## config.mk

```make
export PLATFORM = sky130hd
export DESIGN_NAME = sample_iter
export DESIGN_NICKNAME = d
export VERILOG_FILES = /design/src/rtl/sample_iter_pkg.sv /design/src/rtl/sample_iter_step.sv /design/src/rtl/sample_iter.sv
export SDC_FILE = /design/constraint.sdc
export NUM_CORES = 1
export LEC_CHECK = 0
export ABC_AREA = 1
export CORE_AREA = 2 2 283 285
export CTS_CLUSTER_DIAMETER = 50
export DETAILED_ROUTE_END_ITERATION = 12
export DIE_AREA = 0 0 285 287
export PLACE_DENSITY = 0.57
export SYNTH_ARGS = -nofsm -noshare
export SYNTH_HDL_FRONTEND = slang
export SYNTH_SLANG_ARGS = --single-unit
export TNS_END_PERCENT = 30
```

## constraint.sdc

```tcl
create_clock -name clk -period 5.2 [get_ports clk]
set_clock_uncertainty 0.2 [all_clocks]
set_input_delay 0.52 -clock clk [delete_from_list [all_inputs] [get_ports clk]]
set_output_delay 0.52 -clock clk [all_outputs]
set_load 0.005 [all_outputs]
```

## src/rtl/sample_iter_pkg.sv

```systemverilog
// sample_iter_pkg: rasterizer parameters, sample/box types, iterator state and subsample step helper
package sample_iter_pkg;
  localparam int SIGFIG = 24;
  localparam int RADIX = 10;
  localparam int VERTS = 3;
  localparam int AXIS = 3;
  localparam int COLORS = 3;
  typedef struct packed {
    logic signed [SIGFIG-1:0] y;
    logic signed [SIGFIG-1:0] x;
  } sample_t;
  typedef struct packed {
    sample_t ur;
    sample_t ll;
  } box_t;
  typedef enum logic {WAIT, TEST} iter_state_t;
  // one-hot rate 1/4/16/64 per pixel maps to a pixel, half, quarter or eighth pixel step
  function automatic logic [31:0] subsamp_step(input logic [3:0] rate, input int radix = RADIX);
    return 32'd1 << (rate == 4'b1000 ? radix : rate == 4'b0100 ? radix - 1 : rate == 4'b0010 ? radix - 2 : radix - 3);
  endfunction
endpackage

```

## src/rtl/sample_iter_step.sv

```systemverilog
// sample_iter_step: next raster position, row-end and last-sample detection for the box walk
module sample_iter_step #(
  parameter int SIGFIG = 24
) (
  input  logic signed [SIGFIG-1:0] i_x,
  input  logic signed [SIGFIG-1:0] i_y,
  input  logic signed [SIGFIG-1:0] i_ll_x,
  input  logic signed [SIGFIG-1:0] i_ur_x,
  input  logic signed [SIGFIG-1:0] i_ur_y,
  input  logic signed [SIGFIG-1:0] i_step,
  output logic signed [SIGFIG-1:0] o_nx,
  output logic signed [SIGFIG-1:0] o_ny,
  output logic                     o_last
);
  logic w_row_end;
  assign w_row_end = i_x == i_ur_x;
  assign o_last = w_row_end && i_y == i_ur_y;
  assign o_nx = w_row_end ? i_ll_x : i_x + i_step;
  assign o_ny = w_row_end ? i_y + i_step : i_y;
endmodule

```

## src/rtl/sample_iter.sv

```systemverilog
// sample_iter: walks every sample of a triangle's bounding box in raster order; ITER_PERF_EN adds perf_samp_cnt
module sample_iter #(
  parameter int SIGFIG = sample_iter_pkg::SIGFIG,
  parameter int RADIX = sample_iter_pkg::RADIX,
  parameter int VERTS = sample_iter_pkg::VERTS,
  parameter int AXIS = sample_iter_pkg::AXIS,
  parameter int COLORS = sample_iter_pkg::COLORS
) (
  input  logic                          clk,
  input  logic                          rst_n,
  input  logic                          in_valid,
  output logic                          in_ready,
  input  logic [VERTS*AXIS*SIGFIG-1:0]  in_tri,
  input  logic [COLORS*SIGFIG-1:0]      in_color,
  input  logic [4*SIGFIG-1:0]           in_box,
  input  logic [3:0]                    in_subsamp,
  output logic                          out_valid,
  input  logic                          out_ready,
  output logic [VERTS*AXIS*SIGFIG-1:0]  out_tri,
  output logic [COLORS*SIGFIG-1:0]      out_color,
  output logic [3:0]                    out_subsamp,
  output logic [2*SIGFIG-1:0]           out_sample,
  output logic                          out_last
`ifdef ITER_PERF_EN
  ,
  output logic [31:0]                   perf_samp_cnt
`endif
);
  import sample_iter_pkg::*;
  iter_state_t r_state;
  logic [VERTS*AXIS*SIGFIG-1:0] r_tri;
  logic [COLORS*SIGFIG-1:0] r_color;
  logic [3:0] r_sub;
  logic signed [SIGFIG-1:0] r_x, r_y, r_llx, r_urx, r_ury, r_step;
  logic signed [SIGFIG-1:0] w_llx, w_lly, w_urx, w_ury, w_nx, w_ny;
  logic w_last, w_test, w_acc, w_degen;
  assign w_llx = in_box[SIGFIG-1:0];
  assign w_lly = in_box[2*SIGFIG-1:SIGFIG];
  assign w_urx = in_box[3*SIGFIG-1:2*SIGFIG];
  assign w_ury = in_box[4*SIGFIG-1:3*SIGFIG];
  assign w_degen = w_urx < w_llx || w_ury < w_lly;
  assign w_test = r_state == TEST;
  assign in_ready = !w_test || (w_last && out_ready);
  assign w_acc = in_valid && in_ready;
  assign out_valid = w_test;
  assign out_last = w_test && w_last;
  assign out_sample = {r_y, r_x};
  assign out_tri = r_tri;
  assign out_color = r_color;
  assign out_subsamp = r_sub;
  sample_iter_step #(.SIGFIG(SIGFIG)) u_step (
    .i_x(r_x), .i_y(r_y), .i_ll_x(r_llx), .i_ur_x(r_urx), .i_ur_y(r_ury), .i_step(r_step),
    .o_nx(w_nx), .o_ny(w_ny), .o_last(w_last)
  );
  // accept loads a new box (also on the final beat of the previous one); each output beat advances the walk
  always_ff @(posedge clk or negedge rst_n)
    if (!rst_n) begin
      r_state <= WAIT;
      r_tri <= '0;
      r_color <= '0;
      r_sub <= '0;
      r_x <= '0;
      r_y <= '0;
      r_llx <= '0;
      r_urx <= '0;
      r_ury <= '0;
      r_step <= '0;
    end else if (w_acc) begin
      r_state <= w_degen ? WAIT : TEST;
      r_tri <= in_tri;
      r_color <= in_color;
      r_sub <= in_subsamp;
      r_x <= w_llx;
      r_y <= w_lly;
      r_llx <= w_llx;
      r_urx <= w_urx;
      r_ury <= w_ury;
      r_step <= SIGFIG'(subsamp_step(in_subsamp, RADIX));
    end else if (w_test && out_ready) begin
      if (w_last) r_state <= WAIT;
      else begin
        r_x <= w_nx;
        r_y <= w_ny;
      end
    end
`ifdef ITER_PERF_EN
  logic [31:0] r_cnt;
  // count every accepted output sample, wrapping naturally
  always_ff @(posedge clk or negedge rst_n)
    if (!rst_n) r_cnt <= '0;
    else if (w_test && out_ready) r_cnt <= r_cnt + 32'd1;
  assign perf_samp_cnt = r_cnt;
`endif
endmodule
```

==> metrics.cfg <==
[route]
ant_nets=0
wl_per_cell_um=19.3
routed_via_density=4.45
drcViolationCount=0
dr.first_iter.drc_count=1413
firstDrtPassIters=5
routed_wl_um=90100
vias=20799

[power]
switching_power_mw=2.93
p_seq_share_pct=35.2
ir_drop_uv=177
power_density_mw_per_mm2=318
internal-power_mw=7.30
power_leakage_nw=16.6
power_frac_clock_pct=46.5
pwr-share-comb_pct=18.3
swShare_pct=28.6

[global_route]
antenna_found_initial=24
grt_pass1_wl_um=133000
grt.overflow.total=0
first_global_vias=20515
grt_max_degree=202
grt_usage_pct=21.6

[floorplanning]
die_y_um=287
start_util_pct=27.5
pin_count=735
chipWidth_um=285
dieArea_mm2=0.0818
rows=103
fp.coreArea_mm2=0.0786

[worst_setup_path]
crit_top_cell=nand2_1
path_buf_inv=3
path_max_fanout=7
end_kind=primary output
path_class=reg2out
slowest_delay_ps=530
crit_arrival_ps=3070
path_cells=inv_2, nand2_1, nand2_1, nor2_1, nand2_1, nor2_1, nand2_1, nor2_2, nand2_1, nand2_2, nand2_1, inv_1, clkdlybuf4s50_1
start_kind=flip-flop
cp_top_family=simple AND/OR/NAND/NOR gates
crit_required_ps=4480
slowest_stage=dfrtp_1

[place]
port_buffers=734
pre_cts_ws_ps=1620
place_congestion=0.935
dp_hpwl_um=69300

[timing]
hold_violations=0
holdWs_ps=254
layout_min_cycle_time_ps=3790
maxSlewHeadroom_pct=25.5
setup-violations-final=0
fin_ws_ps=1410
drv_slew=0
fmax_mhz=264
finalCritPeriodShare_pct=72.9
tightestPinTransition_ps=1120
tns_ps=0
rsz0062_at_grt=no

[cells_and_area]
multi_input_area_mm2=0.00934
seq_area_mm2=0.0107
fill_cells=7972
final_layout_size_suffix_gt1_share_pct=4.39
fin_nets=4041
area_delta_synth_final_pct=49.1

[synth]
ys_warn_count=0
synth_cells=2853
synth-seq-cells=429
synthTopCellsByCount=nand2_1, dfrtp_1, inv_1
syn_area_mm2=0.0216
synthFlopType=dfrtp_1
synth_top_area_share_pct=49.7
synth_top_area_cell=dfrtp_1
synth-async-reset-ratio_pct=100
synth.distinct_cells=37
avgSynthCellArea_um2=7.56
synth_area_leaders=dfrtp_1, nand2_1, ha_1, inv_1, nor2_1
yosysSeqAreaShare_pct=49.7
synth_edf_count=0
synth_nets=3325
synth_most_common_cell=nand2_1

[cts]
clk_pin_slew_ps=60
cts.sinks=429
clock_path_buffers=3
cts_made_buffers=69
root_buffer=clkbuf_16
h-tree-depth=3
cts_tree=built
clock_latency_ps=580

[outcome]
status=finished, final reports clean

[hold_path]
min_path_type=in2reg

[flow_run]
maxCapViolCount=0

==> stage by stage <==
step,area [um2],util [%],total power [mW],instances
after global routing,32200,40.9,10.8,4675
after global placement,29800,37.9,5.50,4547
after floorplan,21600,-,4.60,2853
after detailed placement,29800,37.9,5.52,4547
final,32200,40.9,10.2,4677
after CTS,32200,40.9,10.3,4670
==> placed cells by master, fill, tap and decap left out, types with 11 or more instances in the layout <==
cell type,n
clkbuf_16,71
inv_2,11
a21oi_1,46
nand4_1,64
xnor2_1,20
nor2_1,115
ha_1,78
nand3_1,76
clkdlybuf4s50_1,732
xor2_1,24
inv_1,199
dfrtp_1,429
nand2_1,1575
o21ai_0,51
buf_4,18
==> area by class of cell <==
type                       instances  share of cell area (%)
inverter                         211                    2.50
multi-input combinational       2100                    29.0
antenna                            7                  0.0544
sequential                       429                    33.4
timing repair buffer             758                    23.6
clock inverter                    35                    1.41
tap                             1050                    4.08
clock buffer                      87                    5.99
==> worst paths after layout <==
path                             start       endpoint  slack, ps  cells past startpoint
max                            r_x[21]       in_ready       1410                     13
min                        in_tri[137]   out_tri[137]        250                      3
max reg2reg                    r_x[21]  out_color[48]       1620                     15
min reg2reg                   r_llx[0]       r_llx[0]        270                      2
max in group asynchronous        rst_n    out_tri[33]       3150                      3
min in group asynchronous        rst_n        r_y[13]        340                      2
==> power groups by stage <==
stage | logic, mW | registers [mW] | clock network (mW)
CTS | 1.88 | 3.59 | 4.88
detailed placement | 1.86 | 3.65 | 0
finish | 1.87 | 3.60 | 4.76
global route | 2.13 | 3.61 | 5.03
floorplan | 1.01 | 3.59 | 0
global placement | 1.85 | 3.65 | 0
==> layer usage <==
metal | wire (um) | up-vias | share of wire [%] | track usage (%)
li1 | - | 10269 | - | -
met1 | 36100 | 9684 | 40 | 25.9
met2 | 45000 | 684 | 50 | 37.6
met3 | 6870 | 130 | 7.6 | 6.34
met4 | 1960 | 32 | 2.2 | 6.02
met5 | 212 | - | 0.24 | 0
==> timing repair <==
item,4_1_cts,5_1_grt
hold buffers,1,0
resized for setup,0,0
buffers inserted,0,0
hold endpoints to repair,80,0
==> cells by family (layout without fill, tap and decap cells) <==
kind of cell             after synthesis  after routing  synth area share (%)
adder cells (fa/ha/maj)               80             80                  4.71
AO/OA/AOI/OAI                        114            114                  2.78
other                                  0              7                     0
buffers and inverters                324           1091                  7.04
XOR/XNOR                              44             44                  1.79
AND/OR/NAND/NOR                     1862           1862                  33.9
flip-flops                           429            429                  49.7
==> worst min-delay path, stage by stage <==
cell             delay [ps]
clkdlybuf4s50_1         390
nand2_1                  60
nand2_1                  40
==> state kept, by name, indices dropped and copies added, names as in the netlist, 16 cells and up <==
| name | flops |
|---|---|
| r_step | 16 |
| r_llx | 24 |
| r_x | 24 |
| r_y | 24 |
| out_tri | 216 |
| r_urx | 24 |
| out_color | 72 |
| r_ury | 24 |
Power figures use the tool's default switching activity.
